### config.mk
export PLATFORM = sky130hd
export DESIGN_NAME = sim_harness_ctrl
export DESIGN_NICKNAME = d
export VERILOG_FILES = /design/src/rtl/sim_harness_ctrl.sv
export SDC_FILE = /design/constraint.sdc
export NUM_CORES = 1
export LEC_CHECK = 0
export ABC_AREA = 1
export ABC_CLOCK_PERIOD_IN_PS = 10100
export BUFFER_PORTS_ARGS = -buffer_cell sky130_fd_sc_hd__buf_2
export CAP_MARGIN = 20
export CELL_PAD_IN_SITES_DETAIL_PLACEMENT = 0
export CELL_PAD_IN_SITES_GLOBAL_PLACEMENT = 1
export CORE_ASPECT_RATIO = 0.9
export CORE_MARGIN = 2
export CORE_UTILIZATION = 30
export CTS_CLUSTER_DIAMETER = 200
export DETAILED_ROUTE_END_ITERATION = 10
export PLACE_DENSITY = 0.77
export SKIP_LAST_GASP = 1
export SYNTH_ARGS = -nofsm -noshare
export SYNTH_HDL_FRONTEND = slang
export SYNTH_SLANG_ARGS = --single-unit
### constraint.sdc
create_clock -name clock -period 10.1 [get_ports clock]
set_clock_uncertainty 0.2 [all_clocks]
set_input_delay 2.02 -clock clock [delete_from_list [all_inputs] [get_ports clock]]
set_output_delay 2.02 -clock clock [all_outputs]
set_load 0.02 [all_outputs]
### src/rtl/sim_harness_ctrl.sv
// ---------------------------------------------------------------------------
// sim_harness_ctrl
//   Sequencer between the simulator environment and SimTop. After reset it
//   holds the DUT in reset, runs a one-shot init handshake, then requests one
//   difftest step per cycle while counting cycles. It gates logging by a cycle
//   window and collects per-core trap reports. A single sticky finish is raised
//   with an exit code when the run ends.
//
// Ports
//   clock, reset          harness clock, synchronous active-high reset
//   cfg_max_cycles        RUN cycle limit, 0 = unlimited
//   cfg_log_begin/end     inclusive cycle window for log_enable
//   dut_reset             reset to SimTop
//   init_valid/ready      init handshake with the environment
//   step_valid, step_err  per-cycle step request and its error return
//   core_trap_valid/code  per-core trap pulse and code (0 = good)
//   cycle_cnt             cycles elapsed in RUN
//   log_enable            cycle_cnt inside the log window (registered)
//   finish, exit_code     sticky end flag; 0 good, 1 bad trap, 2 max, 3 err
//   bad_core              lowest core index reporting a bad trap
// ---------------------------------------------------------------------------
module sim_harness_ctrl #(
    parameter int unsigned N_CORES      = 1,
    parameter int unsigned RESET_CYCLES = 50,
    parameter int unsigned CYCLE_W      = 64,
    parameter int unsigned CODE_W       = 8
) (
    input  logic                        clock,
    input  logic                        reset,
    input  logic [CYCLE_W-1:0]          cfg_max_cycles,
    input  logic [63:0]                 cfg_log_begin,
    input  logic [63:0]                 cfg_log_end,
    output logic                        dut_reset,
    output logic                        init_valid,
    input  logic                        init_ready,
    output logic                        step_valid,
    input  logic                        step_err,
    input  logic [N_CORES-1:0]          core_trap_valid,
    input  logic [N_CORES*CODE_W-1:0]   core_trap_code,
    output logic [CYCLE_W-1:0]          cycle_cnt,
    output logic                        log_enable,
    output logic                        finish,
    output logic [1:0]                  exit_code,
    output logic [3:0]                  bad_core
);

    localparam int unsigned HOLD_W = $clog2(RESET_CYCLES + 1);
    // Common width for comparing the cycle counter against the 64-bit window.
    localparam int unsigned CMP_W  = (CYCLE_W > 64) ? CYCLE_W : 64;

    typedef enum logic [1:0] {
        HOLD,
        INIT,
        RUN,
        DONE
    } state_t;

    state_t               state;
    logic [HOLD_W-1:0]    hold_cnt;
    logic [N_CORES-1:0]   trapped;

    logic [CYCLE_W-1:0]   cnt_inc;
    logic                 bad_hit;
    logic [3:0]           bad_idx;
    logic                 all_good;
    logic                 max_hit;
    logic                 end_hit;
    logic [1:0]           end_code;
    logic [3:0]           end_core;

    function automatic logic in_window(input logic [CYCLE_W-1:0] c,
                                       input logic [63:0] lo,
                                       input logic [63:0] hi);
        logic [CMP_W-1:0] cx;
        logic [CMP_W-1:0] lx;
        logic [CMP_W-1:0] hx;
        cx = CMP_W'(c);
        lx = CMP_W'(lo);
        hx = CMP_W'(hi);
        return (lx <= cx) && (cx <= hx);
    endfunction

    assign cnt_inc = cycle_cnt + CYCLE_W'(1);

    // Lowest-index core reporting a nonzero trap code this cycle.
    always_comb begin
        bad_hit = 1'b0;
        bad_idx = '0;
        for (int unsigned i = 0; i < N_CORES; i++) begin
            if (!bad_hit && core_trap_valid[i] &&
                core_trap_code[i*CODE_W +: CODE_W] != '0) begin
                bad_hit = 1'b1;
                bad_idx = 4'(i);
            end
        end
    end

    // Bad traps are checked first, so here every trap seen carried code 0.
    assign all_good = &(trapped | core_trap_valid);
    assign max_hit  = (cfg_max_cycles != '0) && (cnt_inc == cfg_max_cycles);

    // End-condition priority: step error, bad trap, all good, cycle limit.
    always_comb begin
        end_hit  = 1'b1;
        end_code = 2'd0;
        end_core = '0;
        if (step_err) begin
            end_code = 2'd3;
        end else if (bad_hit) begin
            end_code = 2'd1;
            end_core = bad_idx;
        end else if (all_good) begin
            end_code = 2'd0;
        end else if (max_hit) begin
            end_code = 2'd2;
        end else begin
            end_hit = 1'b0;
        end
    end

    always_ff @(posedge clock) begin
        if (reset) begin
            state      <= HOLD;
            hold_cnt   <= '0;
            dut_reset  <= 1'b1;
            init_valid <= 1'b0;
            step_valid <= 1'b0;
            cycle_cnt  <= '0;
            finish     <= 1'b0;
            exit_code  <= 2'd0;
            bad_core   <= '0;
            trapped    <= '0;
            log_enable <= 1'b0;
        end else begin
            case (state)
                HOLD: begin
                    hold_cnt <= hold_cnt + HOLD_W'(1);
                    if (hold_cnt == HOLD_W'(RESET_CYCLES - 1)) begin
                        state      <= INIT;
                        dut_reset  <= 1'b0;
                        init_valid <= 1'b1;
                    end
                end
                INIT: begin
                    if (init_ready) begin
                        state      <= RUN;
                        init_valid <= 1'b0;
                        step_valid <= 1'b1;
                        // First RUN cycle shows cycle_cnt = 0.
                        log_enable <= in_window('0, cfg_log_begin, cfg_log_end);
                    end
                end
                RUN: begin
                    cycle_cnt <= cnt_inc;
                    trapped   <= trapped | core_trap_valid;
                    if (end_hit) begin
                        state      <= DONE;
                        finish     <= 1'b1;
                        step_valid <= 1'b0;
                        log_enable <= 1'b0;
                        exit_code  <= end_code;
                        bad_core   <= end_core;
                    end else begin
                        log_enable <= in_window(cnt_inc, cfg_log_begin, cfg_log_end);
                    end
                end
                DONE: begin
                end
                default: begin
                    state <= HOLD;
                end
            endcase
        end
    end

endmodule

==> results <==
- The power consumption is 0.8183 mW.
- Across the run, the number of max-cap violations was 0.
- Across the whole layout, storage elements account for 0.001602 mm^2.
- For this design, the CTS-stage hold fixing added 0 buffers.
- In the final layout, the share of cells above drive strength 1 is 0.1845.
- The number of antenna violations at the first check in global routing is 0.
- For this run, asynchronously set or reset flops after synthesis account for 0.
- The synthesized netlist occupies a cell area of 0.01029 mm^2.
- The number of DRC markers in iteration 0 is 773.
- The kind of capture point of the worst setup path is a flip-flop.
- The core region is 0.03387 mm^2.
- The number of port buffers is 275.
- The worst-case vdd ir drop is 0.07862 mV.
- The area growth from synthesis to layout is 21.09%.
- The library cell used as clock root buffer is clkbuf_16.
- In this run the tightest slew margin relative to its limit is 0.3213.
- Of the available clock period, the critical path in the final layout requires 0.4829.
- The filler cells instantiated in the layout total 3842.
- At the end of routability-driven placement, the weighted congestion stood at 0.9221.
- Setup violations remaining at the end of the flow were counted as 0.
- The number of top-level pins is 280.
- The predominant post-synthesis flop cell is dfxtp_1.
- The die is 179.7 um tall.
- Of the post-synthesis cell area, the dominant cell type holds 0.1630.
- The average cell area after synthesis is 5.944 um^2.
- Detailed placement ended at an HPWL of 38.18 mm.
- Setup repair after global routing left no endpoint under its margin.
- The worst path needs 4.877 ns of the cycle, external delays included.
- In this run the register-to-register setup slack is 5.22 ns.
- Synthesis handed over a netlist of 1731 instances.
- The number of slew-limit violations in the final report is 0.
- The repair_antennas step left the layout with diodes totalling 0.
- In the final layout, the multi-input gates occupy 0.007366 mm^2.
- The count of vias placed by the detailed router is 12030.
- The type of the most critical hold path is flip-flop to flip-flop.
- The total count of hold-check failures in the final report is 0.
- Data on the critical path is required at its endpoint by 10.15 ns.
- The CTS buffer count is 9.
- The floorplan has 64 rows.
- Static timing analysis puts the maximum clock frequency at 205.0 MHz.
- The first-pass iteration count of the detailed router is 5.
- The final wirelength is 44.25 mm.
- Ranked by total cell area, the synthesized netlist is headed by ha_1 (16%), dfxtp_1 (16%), nand2_1 (15%).
- The flow ran to the end, and the final reports show no timing, DRC or antenna violations.
- The power per cell area is 65.69 mW/mm^2.
- For this design the static power due to leakage is 6.676 nW.
- The mean number of vias per cell is 4.885.
- The startpoint type of the worst setup path is a flip-flop.
- Counting every sink on the clock net gives 80.
- The DRC violation count after routing is 0.
- The setup total negative slack is 0 ns.
- The number of levels the H-tree was split into is 3.
- Among all cell types in the netlist, the one instantiated most often is nand2_1.
- The worst-path maximum fanout is 8.
- The global-route wire length before repair is 66.05 mm.
- Synthesis inferred 80 register bits.
- For this run, the total global-route usage over all layers was measured as 0.2446.
- The number of different library cells in the post-synthesis netlist is 47.
- The detail route stage leaves a number of antenna-violating nets equal to 0.
- The synthesized design spends more area on one cell type than any other, namely ha_1.
- The via count of the first global-routing pass is 11610.
- In this run the deepest clock path goes through 2 buffers.
- After clock tree synthesis, the clock-pin slew on the worst setup and hold paths is 0.08 ns.
- The largest net degree at the start of global routing is 63.
- In the final design database the tool counted 2334 nets.
- The initial cell density of the core is 0.3037.
- TritonCTS built the clock tree.
- The post-cts sizing count is 0.
- For this run the aggregate overflow at the end of global routing stands at 0.
- For the worst setup path, the data arrival time is 4.93 ns.
- Measured along the x axis, the die boundary spans 199.2 um.
- The number of flops mapped to enable cells by yosys is 0.
- For this run, the register share of the synthesized area comes to 0.1557.
- Dividing the detail-routed wire length by the instance count gives 17.97 um.
- The worst setup path is of the flip-flop to flip-flop kind.
- The slew at the pin closest to its max-slew limit is 1.009 ns.
- The area enclosed by the die boundary is 0.03579 mm^2.
- The later pin in the worst-skew pair is clocked with a latency of 0.37 ns.
- The number of warnings issued by yosys is 0.
- Sorting the synthesized cells by how often they occur yields nand2_1 (424), inv_1 (311), nor2_1 (176).
- The setup fix buffers added after clock tree synthesis is 0.
==> worst paths after layout <==
check,startpoint,to,depth (start not counted)
max,cycle_cnt[0]$_SDFFE_PP0P_,log_enable$_SDFFE_PP0P_,19
max reg2reg,cycle_cnt[0]$_SDFFE_PP0P_,log_enable$_SDFFE_PP0P_,19
min,dut_reset$_SDFFE_PP1P_,dut_reset$_SDFFE_PP1P_,2
min reg2reg,dut_reset$_SDFFE_PP1P_,dut_reset$_SDFFE_PP1P_,2
==> per-stage QoR <==
stage	hold WS, ns	instances	util	worst slack (ns)	cell area (um^2)
after floorplan	0.2374	1734	-	6.302	10300
after global placement	0.2444	2446	0.3590	5.401	12160
after detailed placement	0.2469	2446	0.3590	5.230	12160
after CTS	0.2663	2462	0.3678	5.287	12460
after global routing	0.2782	2462	0.3678	4.820	12460
final	0.2738	2462	0.3678	5.223	12460
==> state kept, by name, summed over array words and instances (netlist names) <==
name / cells
init_valid: 1
exit_code: 2
state: 2
cycle_cnt: 64
log_enable: 1
dut_reset: 1
hold_cnt: 6
trapped: 1
finish: 1
step_valid: 1
==> power breakdown <==
part,switching (mW),internal [mW],leakage (nW),total (mW)
logic,0.0825,0.0658,5.89,0.148
clock network,0.177,0.176,0.144,0.353
registers,0.000981,0.316,0.645,0.317
==> logic make-up after synthesis <==
| family | Yosys count | share of synthesized area |
|---|---|---|
| other | 1 | 0.0003645 |
| buffers and inverters | 351 | 0.1298 |
| AOI/OAI and AO/OA | 264 | 0.1386 |
| DFF | 80 | 0.1557 |
| xor gates and xnor gates | 34 | 0.03697 |
| and+or+nand+nor | 867 | 0.3757 |
| adders and majority gates | 134 | 0.1630 |
==> worst max-delay path, stage by stage, from the launching register on <==
cell and delay, ns:
dfxtp_1 0.56, ha_1 0.33, nand3_1 0.20, nor2_2 0.32, nand2_1 0.27, o21bai_1 0.21
nand2_1 0.19, ha_1 0.34, nand2_1 0.05, inv_1 0.06, nand3_1 0.08, nor4b_1 0.81
nand4_1 0.16, nor3_1 0.46, o21a_1 0.20, nor2_1 0.04, nand2_1 0.08, nand2_1 0.05
nand3_1 0.07, a21oi_1 0.06
==> layer usage <==
metal,wire [um],share of wire,GRT usage,vias to the layer above
li1,-,-,-,6130
met3,3498,0.079,0.04597,42
met4,929,0.021,0.05881,0
met2,19330,0.44,0.3916,374
met1,20500,0.46,0.3371,5481
met5,0,0,0,-
==> placed cells by master (no fill, tap or decap), drive strengths merged, types with 24 or more instances in the layout <==
cell type  netlist  routed
nand2          449     449
inv            321     326
buf              8     279
nor2           202     202
ha             134     134
a21oi          128     128
nand3          118     118
o21ai          105     105
dfxtp           80      80
nand4           46      46
xor2            24      24
==> final cells by class <==
cell class | instances | share of cell area
multi-input cells | 1303 | 0.5912
flip-flops and latches | 80 | 0.1286
repair buffers | 279 | 0.1129
inverters | 322 | 0.09702
well taps | 462 | 0.04640
clock buffers | 9 | 0.01808
clock inverters | 7 | 0.005825
Power figures use the tool's default switching activity.
